<file path="src/rtl/link_pkg.sv">
// link_pkg: word types, FSM states and word packing shared by the link tx path
package link_pkg;
  localparam int LINK_W = 64;
  localparam int LINK_FLIT_W = LINK_W - 2;
  localparam logic [1:0] LT_IDLE = 2'b00;
  localparam logic [1:0] LT_DATA = 2'b01;
  localparam logic [1:0] LT_CREDIT = 2'b10;
  localparam logic [1:0] LT_SYNC = 2'b11;
  typedef enum logic {ST_INIT, ST_RUN} state_t;
  function automatic logic [LINK_W-1:0] build_word(input logic [1:0] t, input logic [LINK_FLIT_W-1:0] p);
    return {t, p};
  endfunction
endpackage

</file>
<file path="src/rtl/link_tx_framer_if.sv">
// link_tx_framer_if: router flit port, credit inputs and MGT tx port of the framer
interface link_tx_framer_if #(parameter int WIDTH = 64, parameter int CNT_W = 5) ();
  logic in_valid;
  logic [WIDTH-3:0] in_data;
  logic in_ready;
  logic credit_ret_valid;
  logic [CNT_W-1:0] credit_ret_cnt;
  logic rx_buf_free;
  logic tx_ready;
  logic [WIDTH-1:0] tx_par_data;
  logic link_up;
  logic credit_err;
  modport master (output in_valid, in_data, credit_ret_valid, credit_ret_cnt, rx_buf_free, tx_ready,
                  input in_ready, tx_par_data, link_up, credit_err);
  modport slave (input in_valid, in_data, credit_ret_valid, credit_ret_cnt, rx_buf_free, tx_ready,
                 output in_ready, tx_par_data, link_up, credit_err);
endinterface

</file>
<file path="src/rtl/link_tx_fifo.sv">
// link_tx_fifo: flit buffer whose registered head becomes visible one edge after the push
module link_tx_fifo #(parameter int W = 62, parameter int DEPTH = 8) (
  input  logic         tx_clk,
  input  logic         rst,
  input  logic         push,
  input  logic [W-1:0] din,
  input  logic         pop,
  output logic         full,
  output logic         empty,
  output logic [W-1:0] head
);
  localparam int AW = $clog2(DEPTH);
  logic [W-1:0] mem [DEPTH];
  logic [AW-1:0] wr_ptr, rd_ptr, rd_next;
  logic [AW:0] cnt, vcnt;
  logic push_q;
  assign rd_next = rd_ptr + AW'(pop);
  assign full = cnt == (AW+1)'(DEPTH);
  // vcnt lags cnt by one edge so a new entry is only offered once head has loaded it
  assign empty = vcnt == '0;
  always_ff @(posedge tx_clk)
    if (push) mem[wr_ptr] <= din;
  always_ff @(posedge tx_clk) begin
    if (rst) begin
      wr_ptr <= '0;
      rd_ptr <= '0;
      cnt <= '0;
      vcnt <= '0;
      push_q <= 1'b0;
      head <= '0;
    end else begin
      wr_ptr <= wr_ptr + AW'(push);
      rd_ptr <= rd_next;
      cnt <= cnt + (AW+1)'(push) - (AW+1)'(pop);
      vcnt <= vcnt + (AW+1)'(push_q) - (AW+1)'(pop);
      push_q <= push;
      head <= mem[rd_next];
    end
  end
endmodule

</file>
<file path="src/rtl/link_tx_framer.sv">
// link_tx_framer: frames router flits into SYNC/DATA/CREDIT/IDLE MGT words under credit flow control
module link_tx_framer
  import link_pkg::*;
#(
  parameter int WIDTH = 64,
  parameter int FLIT_W = WIDTH - 2,
  parameter int FIFO_DEPTH = 8,
  parameter int REMOTE_DEPTH = 16,
  parameter int CNT_W = 5,
  parameter int CREDIT_BATCH = 4,
  parameter int INIT_SYNC = 16,
  parameter logic [FLIT_W-1:0] SYNC_PATTERN = 62'h2AAA_5555
) (
  input logic tx_clk,
  input logic rst,
  link_tx_framer_if.slave bus
);
  localparam int SW = $clog2(INIT_SYNC + 1);
  localparam logic [CNT_W:0] SAT = (CNT_W+1)'((1 << CNT_W) - 1);
  localparam logic [CNT_W:0] RD = (CNT_W+1)'(REMOTE_DEPTH);
  state_t state, state_nx;
  logic [SW-1:0] sync_cnt;
  logic [CNT_W-1:0] remote_cr, pending_cr;
  logic [CNT_W:0] pend_sum, rem_sum;
  logic [WIDTH-1:0] word_nx;
  logic [FLIT_W-1:0] head;
  logic fifo_full, fifo_empty, push, pop, have_data, send_cr, send_data, over;
  assign bus.in_ready = !fifo_full && !rst;
  assign bus.link_up = state == ST_RUN;
  assign push = bus.in_valid && bus.in_ready;
  link_tx_fifo #(.W(FLIT_W), .DEPTH(FIFO_DEPTH)) u_fifo (
    .tx_clk(tx_clk), .rst(rst), .push(push), .din(bus.in_data), .pop(pop),
    .full(fifo_full), .empty(fifo_empty), .head(head)
  );
  always_comb begin
    have_data = !fifo_empty && remote_cr != '0;
    send_cr = state == ST_RUN && (pending_cr >= CNT_W'(CREDIT_BATCH) || (pending_cr != '0 && !have_data));
    send_data = state == ST_RUN && !send_cr && have_data;
    pop = bus.tx_ready && send_data;
    word_nx = state == ST_INIT ? build_word(LT_SYNC, SYNC_PATTERN)
            : send_cr ? build_word(LT_CREDIT, FLIT_W'(pending_cr))
            : send_data ? build_word(LT_DATA, head) : '0;
    state_nx = state == ST_INIT && bus.tx_ready && sync_cnt == SW'(INIT_SYNC - 1) ? ST_RUN : state;
    // pending_cr never exceeds SAT, so a CREDIT word always drains the whole count
    pend_sum = {1'b0, bus.tx_ready && send_cr ? '0 : pending_cr} + (CNT_W+1)'(bus.rx_buf_free);
    rem_sum = {1'b0, remote_cr} - (CNT_W+1)'(pop) + (bus.credit_ret_valid ? {1'b0, bus.credit_ret_cnt} : '0);
    over = rem_sum > RD;
  end
  always_ff @(posedge tx_clk) begin
    if (rst) begin
      state <= ST_INIT;
      sync_cnt <= '0;
      remote_cr <= CNT_W'(REMOTE_DEPTH);
      pending_cr <= '0;
      bus.tx_par_data <= '0;
      bus.credit_err <= 1'b0;
    end else begin
      state <= state_nx;
      if (bus.tx_ready) bus.tx_par_data <= word_nx;
      if (bus.tx_ready && state == ST_INIT) sync_cnt <= sync_cnt + SW'(1);
      pending_cr <= pend_sum > SAT ? SAT[CNT_W-1:0] : pend_sum[CNT_W-1:0];
      remote_cr <= over ? RD[CNT_W-1:0] : rem_sum[CNT_W-1:0];
      if (over) bus.credit_err <= 1'b1;
    end
  end
endmodule
</file>
<file path="src/flat_wrapper.sv">
// flat-port wrapper written by rule: the top's interface ports become plain ports
module link_tx_framer_flat import link_pkg::*;
#(
  parameter int WIDTH = 64,
  parameter int FLIT_W = WIDTH - 2,
  parameter int FIFO_DEPTH = 8,
  parameter int REMOTE_DEPTH = 16,
  parameter int CNT_W = 5,
  parameter int CREDIT_BATCH = 4,
  parameter int INIT_SYNC = 16,
  parameter logic [FLIT_W-1:0] SYNC_PATTERN = 62'h2AAA_5555
)
  (tx_clk, rst, bus_in_valid, bus_in_data, bus_credit_ret_valid, bus_credit_ret_cnt, bus_rx_buf_free, bus_tx_ready, bus_in_ready, bus_tx_par_data, bus_link_up, bus_credit_err);
  link_tx_framer_if #(.WIDTH(WIDTH), .CNT_W(CNT_W)) bus_i ();
  input logic tx_clk;
  input logic rst;
  input wire logic [$bits(bus_i.in_valid)-1:0] bus_in_valid;
  input wire logic [$bits(bus_i.in_data)-1:0] bus_in_data;
  input wire logic [$bits(bus_i.credit_ret_valid)-1:0] bus_credit_ret_valid;
  input wire logic [$bits(bus_i.credit_ret_cnt)-1:0] bus_credit_ret_cnt;
  input wire logic [$bits(bus_i.rx_buf_free)-1:0] bus_rx_buf_free;
  input wire logic [$bits(bus_i.tx_ready)-1:0] bus_tx_ready;
  output wire logic [$bits(bus_i.in_ready)-1:0] bus_in_ready;
  output wire logic [$bits(bus_i.tx_par_data)-1:0] bus_tx_par_data;
  output wire logic [$bits(bus_i.link_up)-1:0] bus_link_up;
  output wire logic [$bits(bus_i.credit_err)-1:0] bus_credit_err;
  assign bus_i.in_valid = bus_in_valid;
  assign bus_i.in_data = bus_in_data;
  assign bus_i.credit_ret_valid = bus_credit_ret_valid;
  assign bus_i.credit_ret_cnt = bus_credit_ret_cnt;
  assign bus_i.rx_buf_free = bus_rx_buf_free;
  assign bus_i.tx_ready = bus_tx_ready;
  assign bus_in_ready = bus_i.in_ready;
  assign bus_tx_par_data = bus_i.tx_par_data;
  assign bus_link_up = bus_i.link_up;
  assign bus_credit_err = bus_i.credit_err;
  link_tx_framer #(.WIDTH(WIDTH), .FLIT_W(FLIT_W), .FIFO_DEPTH(FIFO_DEPTH), .REMOTE_DEPTH(REMOTE_DEPTH), .CNT_W(CNT_W), .CREDIT_BATCH(CREDIT_BATCH), .INIT_SYNC(INIT_SYNC), .SYNC_PATTERN(SYNC_PATTERN)) u_core (.tx_clk(tx_clk), .rst(rst), .bus(bus_i));
endmodule
</file>
<file path="config.mk">
export PLATFORM = sky130hd
export DESIGN_NAME = link_tx_framer_flat
export DESIGN_NICKNAME = d
export VERILOG_FILES = /design/src/rtl/link_pkg.sv /design/src/rtl/link_tx_framer_if.sv /design/src/rtl/link_tx_fifo.sv /design/src/rtl/link_tx_framer.sv /design/src/flat_wrapper.sv
export SDC_FILE = /design/constraint.sdc
export NUM_CORES = 1
export LEC_CHECK = 0
export BUFFER_PORTS_ARGS = -buffer_cell sky130_fd_sc_hd__buf_2
export CORE_UTILIZATION = 40
export DETAILED_ROUTE_END_ITERATION = 16
export SLEW_MARGIN = 20
export SYNTH_ARGS = -nofsm -noshare
export SYNTH_HDL_FRONTEND = slang
export SYNTH_HIERARCHICAL = 1
export SYNTH_SLANG_ARGS = --single-unit
</file>
<file path="constraint.sdc">
create_clock -name tx_clk -period 6.5 [get_ports tx_clk]
set_clock_uncertainty 0.1 [all_clocks]
set_input_delay 1.3 -clock tx_clk [delete_from_list [all_inputs] [get_ports tx_clk]]
set_output_delay 1.3 -clock tx_clk [all_outputs]
set_load 0.01 [all_outputs]
</file>
==> out/results.txt <==
Mapped Avg Cell Area: 20.00 um^2
Final setup violation count: 0
GRT Overall Usage: 16.51%
Synth Cell Area: 23780 um^2
Worst vdd ir: 0.1752 mV
Gr ovfl total: 0
Peak Freq: 0.2541 GHz
Status: complete, no violations
Clk pin slew, worst setup/hold paths: 60 ps
Drt pass-1 iters: 5
Slew headroom: 37.11%
Drt drc: 0
Switching share of total power: 20.72%
Crit path cell chain: buf_2 -> nand2_1 -> nor2_1 -> ha_4 -> buf_12 -> buf_16 -> mux4_1 -> a22o_1
Hold-fix buffers, CTS: 0
Antenna violations before repair: 8
PortBufs: 139
Routability cong.: 0.7537
Internal power: 0.007089 W
Placed instance area: 25390 um^2
CP required: 6880 ps
Final Cell Area: 27640 um^2
Number of global-route vias before repair: 11690
Number of enable flip-flop cells after synthesis: 496
Num rows: 89
Slowest Stage Delay on Critical Path: 600 ps
Final core utilization: 46.91%
Longest Clk Path Bufs: 3
Antenna Nets Post-Route: 0
Layout fillers: 4872
Via/cell ratio: 5.256
Setup crit start: bus_tx_ready
Die width: 245.8 um
Htree depth: 3
WS Path Type: in2reg
Final count of hold timing violations: 0
Slowest library cell on the worst path: mux4_1
Clk pwr share: 43.0%
Initial Utilization: 40.36%
HPWL Detailed: 25.95 mm
Layout Nets: 1462
CTS buffer count: 68
Crit path time final: 3936 ps
Post-synthesis sequential area ratio: 75.95%
Largest net degree at the start of global routing: 126
Comb power frac: 4.9%
Hold Startpoint: u_core/u_fifo/head[19]$_SDFF_PP0_
Count leader, synth: edfxtp_1
Setup Buffers After CTS: 0
Core area: 58910 um^2
Synth area leader: edfxtp_1
Share of layout cells above drive strength 1: 27.18%
Post-CTS Resized: 0
Wire per inst: 22.41 um
Root buffer cell: clkbuf_16
Setup TNS: 0 ps
Clock latency on the worst-skew pair: 590 ps
First-pass GRT wire length: 73.72 mm
CTS Sinks: 654
Syn Inst Count: 1189
Ys Warns: 6
P per Cell Area: 323.5 nW/um^2
CTS tree: yes
Leak: 9.416 nW
Die area: 60420 um^2
Synthesized flop and latch total: 654
Synth cell types: 47
Startpoint type of the worst setup path: primary input
NetSw: 0.001853 W
Routed vias: 11490
Post-synthesis net count: 1293
Max-cap violations: 0
Yosys top cell area share: 62.65%
Crit path DAT: 4320 ps
Tightest Pin Transition: 942.3 ps
RSZ-0062 raised after global routing: no
Crit path max fanout: 76
Area delta synth->final: 16.24%
Ys async rst share: 0%
Die height: 245.8 um
Sequential share of power: 52.1%
I/O pin total: 140
Critical R2R Launch: u_core/pending_cr[3]$_SDFF_PP0_
Commonest cells post-synth: edfxtp_1, dfxtp_1, mux4_2, a22o_1, nor2_1
Final worst path period share: 60.55%
1st-iter DRT viols: 836
HP Class: reg2reg
Ys flop type: edfxtp_1
Crit end category: flip-flop
Ranking of synthesized cells by area: edfxtp_1, dfxtp_1, mux4_2, a22o_1, mux4_1
Final Slew Violations: 0
Wirelength, routed: 49.01 mm
-- metal layers --
metal	routed length (um)	part of all wire [%]	global-route usage, %
met1	22620	46	23.34
met2	23360	48	25.96
met3	2172	4.4	2.936
met4	798	1.6	5.170
met5	62	0.13	0
-- final timing paths --
check,end,slack (ps),cells past startpoint
worst max-delay path,u_core/u_fifo/head[26]$_SDFF_PP0_,2560,8
worst min-delay path,u_core/bus.tx_par_data[19]$_SDFFE_PP0P_,330,2
worst max register to register,u_core/u_fifo/head[26]$_SDFF_PP0_,2720,8
worst min register to register,u_core/bus.tx_par_data[19]$_SDFFE_PP0P_,330,2
-- sequential cells by signal, summed over array words and instances, names as in the netlist --
| signal | flops |
|---|---|
| u_core/u_fifo/cnt | 4 |
| u_core/pending_cr | 5 |
| u_core/bus.link_up | 1 |
| u_core/bus.credit_err | 1 |
| u_core/u_fifo/mem | 496 |
| u_core/u_fifo/head | 62 |
| u_core/bus.tx_par_data | 64 |
| u_core/u_fifo/wr_ptr | 3 |
| u_core/u_fifo/rd_ptr | 3 |
| u_core/sync_cnt | 5 |
| u_core/remote_cr | 5 |
| u_core/u_fifo/push_q | 1 |
| u_core/u_fifo/vcnt | 4 |
-- worst max-delay path, delay by kind of cell --
family	cells	cell delay (ps)
buf+inv	3	1090
simple gates	2	770
mux	1	600
compound gates	1	240
fa+ha+maj	1	210
-- power groups by stage --
stage                     Combinational, W  Clock [W]  Sequential (W)
after floorplan                   0.000272          0         0.00474
after global placement            0.000427          0         0.00474
after detailed placement          0.000440          0         0.00474
after CTS                         0.000445    0.00394         0.00466
after global routing              0.000487    0.00411         0.00466
final                             0.000438    0.00385         0.00466
-- cell usage in the layout, fill, tap and decap left out, drive strengths merged, types with 2 or more instances in the layout --
master / Yosys / layout
edfxtp: 496 / 496
buf: 34 / 162
dfxtp: 158 / 158
mux4: 124 / 124
a22o: 107 / 107
clkbuf: 29 / 97
inv: 30 / 34
nor2: 33 / 33
ha: 28 / 28
nand2: 26 / 26
a21oi: 24 / 24
o21ai: 15 / 15
clkinv: 0 / 15
nor2b: 11 / 11
nor3: 10 / 10
and2: 9 / 9
bufinv: 0 / 7
xor2: 5 / 5
xnor2: 5 / 5
a211oi: 4 / 4
nand2b: 4 / 4
and3: 3 / 3
nand3: 3 / 3
a21o: 3 / 3
fa: 3 / 3
clkinvlp: 0 / 2
a211o: 2 / 2
o22ai: 2 / 2
o31ai: 2 / 2
mux2i: 2 / 2
nand4: 2 / 2
a31oi: 2 / 2
a2111oi: 2 / 2
mux2: 2 / 2
-- cells by family after synthesis --
group | after synthesis | share of synthesized area (%)
AND/OR/NAND/NOR | 107 | 2.200
XOR/XNOR | 10 | 0.3684
buffers and inverters | 93 | 2.179
multiplexers | 128 | 12.16
flip-flops | 654 | 75.95
adder cells (fa/ha/maj) | 31 | 1.726
AO/OA/AOI/OAI | 166 | 5.415
-- area by class of cell --
type | instances | area, um^2 | share of cell area [%]
flip-flops and latches | 654 | 18060 | 65.34
diodes | 1 | 2.502 | 0.009055
clock buffers | 97 | 1873 | 6.777
multi-input cells | 442 | 5318 | 19.24
clock inverters | 28 | 342.8 | 1.240
well taps | 773 | 967.2 | 3.500
inverters | 30 | 112.6 | 0.4075
repair buffers | 162 | 963.4 | 3.486
-- stage by stage --
| step | hold WS [ps] | instances | setup WS, ps | power, W |
|---|---|---|---|---|
| after floorplan | 301.4 | 1189 | 1238 | 0.005009 |
| after global placement | 318.2 | 2060 | 2010 | 0.005169 |
| after detailed placement | 318.5 | 2060 | 1935 | 0.005184 |
| after CTS | 333.9 | 2185 | 2564 | 0.009043 |
| after global routing | 349.5 | 2186 | 2256 | 0.009260 |
| final | 334.1 | 2187 | 2564 | 0.008941 |
(Power assumes the default switching activity.)
